$ cat config.mk
export PLATFORM = sky130hd
export DESIGN_NAME = countdown_timer
export DESIGN_NICKNAME = d
export VERILOG_FILES = /design/src/rtl/countdown_pkg.sv /design/src/rtl/down_count_core.sv /design/src/rtl/countdown_timer.sv
export SDC_FILE = /design/constraint.sdc
export NUM_CORES = 1
export LEC_CHECK = 0
export BUFFER_PORTS_ARGS = -buffer_cell sky130_fd_sc_hd__buf_2
export CAP_MARGIN = 20
export CORE_MARGIN = 4
export CORE_UTILIZATION = 40
export DETAILED_ROUTE_END_ITERATION = 7
export SYNTH_ARGS = -nofsm -noshare
export SYNTH_HDL_FRONTEND = slang
export SYNTH_HIERARCHICAL = 1
export SYNTH_SLANG_ARGS = --single-unit
$ cat constraint.sdc
create_clock -name clk -period 2.9 [get_ports clk]
set_input_delay 0.435 -clock clk [delete_from_list [all_inputs] [get_ports clk]]
set_output_delay 0.435 -clock clk [all_outputs]
set_load 0.02 [all_outputs]
$ cat src/rtl/countdown_pkg.sv
// countdown_pkg: shared state encoding and default width for the countdown timer
package countdown_pkg;
  typedef enum logic [1:0] {IDLE, RUN, DONE} state_t;
  localparam int DEFAULT_WIDTH = 4;
endpackage

$ cat src/rtl/down_count_core.sv
// down_count_core: count register, reload register, decrement and terminal detect
module down_count_core import countdown_pkg::*; #(
  parameter int WIDTH = DEFAULT_WIDTH
) (
  input  logic             clk,
  input  logic             rst,
  input  logic             clear,
  input  logic             load,
  input  logic [WIDTH-1:0] load_val,
  input  logic             dec,
  input  logic             reload,
  output logic [WIDTH-1:0] q,
  output logic             q_is_one
);
  logic [WIDTH-1:0] reload_reg;
  always_ff @(posedge clk or negedge rst)
    if (!rst) begin
      q <= '0;
      reload_reg <= '0;
    end else if (clear) q <= '0;
    else if (load) begin
      q <= load_val;
      reload_reg <= load_val;
    end else if (reload) q <= reload_reg;
    else if (dec && q != '0) q <= q - 1'b1;
  assign q_is_one = q == WIDTH'(1);
endmodule

$ cat src/rtl/countdown_timer.sv
// countdown_timer: loadable down-counter with one-shot and auto-reload terminal count
module countdown_timer import countdown_pkg::*; #(
  parameter int WIDTH = DEFAULT_WIDTH
) (
  input  logic             clk,
  input  logic             rst,
  input  logic             clear,
  input  logic             load,
  input  logic [WIDTH-1:0] load_val,
  input  logic             en,
  input  logic             auto_reload,
  output logic [WIDTH-1:0] q,
  output logic             tc,
  output logic             busy,
  output logic             done
);
  state_t state, state_d;
  logic tc_d, dec, reload, q_is_one, expire;
  down_count_core #(.WIDTH(WIDTH)) u_core (
    .clk(clk), .rst(rst), .clear(clear), .load(load), .load_val(load_val),
    .dec(dec), .reload(reload), .q(q), .q_is_one(q_is_one)
  );
  always_ff @(posedge clk or negedge rst)
    if (!rst) begin
      state <= IDLE;
      tc <= 1'b0;
    end else begin
      state <= state_d;
      tc <= tc_d;
    end
  always_comb begin
    expire = !clear && !load && state == RUN && en && q_is_one;
    tc_d = expire;
    reload = expire && auto_reload;
    dec = !clear && !load && state == RUN && en && !reload;
    state_d = clear ? IDLE :
              load ? (load_val != '0 ? RUN : IDLE) :
              (expire && !auto_reload) ? DONE : state;
  end
  assign busy = state == RUN;
  assign done = state == DONE;
endmodule

==> results_dict.tcl <==
set metrics [dict create \
    vias 602 \
    cp_data_required_time_ns 3.06 \
    rsz0062_at_grt "false" \
    yosysUniqueCellTypes 30 \
    grt_pass1_vias 559 \
    outcome "finished, final reports clean" \
    critPathKind "reg -> reg" \
    p_total_uw 385 \
    cts_tree "done" \
    grt_use_total_pct 13.5 \
    hold_path_class "in -> async" \
    drtAntennaViolNets 0 \
    port_buffers 16 \
    hold_viol 0 \
    drt_wl_total_mm 1.53 \
    path_clk_slew_ns 0.08 \
    setup-tns-final_ns 0 \
    worst_pin_slew_ns 0.362 \
    cts_setup_buffers 0 \
    syn_to_final_growth_pct 18.7 \
    postLayoutCoreUtil_pct 51.9 \
    postPlaceCellArea_sq_um 774 \
    switching_share_pct 32.1 \
    power_frac_clock_pct 28.4 \
    yosysTopAreaCellShare_pct 40.8 \
    start_util_pct 43.8 \
    cts_hold_buf 0 \
    drc 0 \
    synth_area_leaders "dfrtp_1 (41%), nand2_1 (7.8%), ha_1 (5.6%), nand2b_1 (3.7%), nor2b_1 (2.8%)" \
    drive_gt1_share_pct 23.7 \
    synthCells 73 \
    htreeDepth 1 \
    async_reset_ff_share_pct 100 \
    fin_crit_sh_pct 79.0 \
    yosysSeqAreaShare_pct 40.8 \
    hold_ws_ns 0.0197 \
    grt_pass1_wl_mm 2.52 \
    p_int_uw 262 \
    clkLatencyLatePin_ns 0.27 \
    wire_per_inst_um 14.0 \
    setup_viol 0 \
    synth-main-ff-cell "dfrtp_1" \
    vias_per_cell 5.52 \
    fmax_mhz 436 \
    coreArea_sq_mm 0.00154 \
    ys_ff_latch 11 \
    finalCriticalPeriod_ns 2.29 \
    yosys.area.top_type "dfrtp_1" \
    seq_power_share_pct 47.8 \
    regArea_sq_um 275 \
    synth_nets 86 \
    dieArea_sq_mm 0.00241 \
    leakagePower_nw 0.388 \
    synth_edf_count 0 \
    die_h_um 49.1 \
    antenna_cells 0 \
    multi_input_area_sq_um 384 \
    synth_area_sq_um 674 \
    die_w_um 49.1 \
    first_pass_iters 4 \
    crit_path_max_fanout 9 \
    cp.arrival_ns 2.45 \
    worst_ir_drop_vdd_uv 285 \
    max_slew_margin_pct 75.6 \
    antenna_found_initial 0 \
    post_cts_resized 0 \
    startpoint_type "register" \
    yosys_warnings 6 \
    first_iter_violations 19 \
    grt_overflow_total 0 \
    gp_congestion 0.850 \
    clockBufferDepth 2 \
    avgSynthCellArea_sq_um 9.24 \
    setup.worst_path.end_class "register" \
    fin_area_sq_um 801 \
    power_density_mw_per_mm2 481 \
    io-pin-count 17 \
    fin_nets 107 \
    power_frac_comb_pct 23.9 \
    clock-sinks 11 \
    n_fill_cell 155 \
    grt_max_degree 12 \
    cap_violations 0 \
    synthTopCellsByCount "nand2_1 (14), dfrtp_1 (11), inv_1 (4), nand2b_1 (4), nor2_1 (4)" \
    row_count 14 \
    clock_skew_ns 0.00451 \
    numCtsBuffers 3 \
    hpwl_mm 1.16 \
    clk_root_buffer_cell "clkbuf_4" \
    slew_viol_final 0 \
    p_switching_uw 124 \
    synthMostInstantiatedCell "nand2_1" \
]
## cells by family (layout without fill, tap and decap cells)
group	count (synthesis)	in the layout	share of synthesized area [%]
fa+ha+maj	3	3	5.57
buf+inv	4	24	2.23
xor+xnor	1	1	1.30
simple gates	38	38	31.4
compound gates	15	15	17.3
flops	11	11	40.8
mux	1	1	1.48
## routing by layer
metal	up-vias	track usage, %	part of all wire [%]
met5	-	0	0
met4	0	6.73	1.4
met3	2	4.28	6.0
met2	20	18.9	41
met1	279	18.4	51
li1	301	-	-
## power groups by stage
stage	combinational, mW	sequential, mW	clock [mW]
3_5_place_dp	0.0918	0.187	0
6_report	0.0919	0.184	0.109
2_1_floorplan	0.0512	0.192	0
5_1_grt	0.104	0.186	0.124
3_3_place_gp	0.0938	0.187	0
4_1_cts	0.0923	0.184	0.114
## worst max-delay path, cell delays in order (launching register included)
cell	delay (ns)
dfrtp_1	0.41
inv_1	0.14
ha_1	0.16
nor3b_1	0.32
and4_1	0.26
and2_1	0.30
or3_1	0.24
a21oi_1	0.06
o31ai_1	0.30
## stage by stage
stage                     setup slack, ns  std cells
after floorplan                     0.725         73
after global routing                0.398        109
after CTS                           0.653        109
final                               0.609        109
after global placement              0.655        105
after detailed placement            0.677        105
## area by class of cell
cell class | count | share of cell area [%]
well taps | 16 | 2.50
clock buffers | 4 | 3.28
inverters | 4 | 1.88
multi-input cells | 58 | 48.0
flip-flops and latches | 11 | 34.4
repair buffers | 16 | 10.0
## path summary, 6_finish.rpt
check	cells past startpoint	slack, ns	startpoint	end
max	8	0.61	u_core/q[1]$_DFFE_PN0P_	u_core/q[1]$_DFFE_PN0P_
min	1	0.02	rst	u_core/reload_reg[0]$_DFFE_PN0P_
max reg2reg	8	0.61	u_core/q[1]$_DFFE_PN0P_	u_core/q[1]$_DFFE_PN0P_
min reg2reg	2	0.48	u_core/reload_reg[1]$_DFFE_PN0P_	u_core/reload_reg[1]$_DFFE_PN0P_
max in group asynchronous	1	2.67	rst	u_core/q[0]$_DFFE_PN0P_
min in group clk	3	0.38	load_val[1]	u_core/reload_reg[1]$_DFFE_PN0P_
## layout by cell type, fill, tap and decap left out, types with 2 or more instances in the layout
cell	instances
nand2_1	14
a211oi_1	2
and2_1	2
nor4_1	2
nor3b_1	2
nand2b_1	4
o311ai_0	2
ha_1	3
and4_1	2
dfrtp_1	11
clkbuf_4	3
nor2_1	4
a31oi_1	2
inv_1	4
buf_2	16
nor2b_1	3
Note: power is estimated with default switching activity, not from simulation.
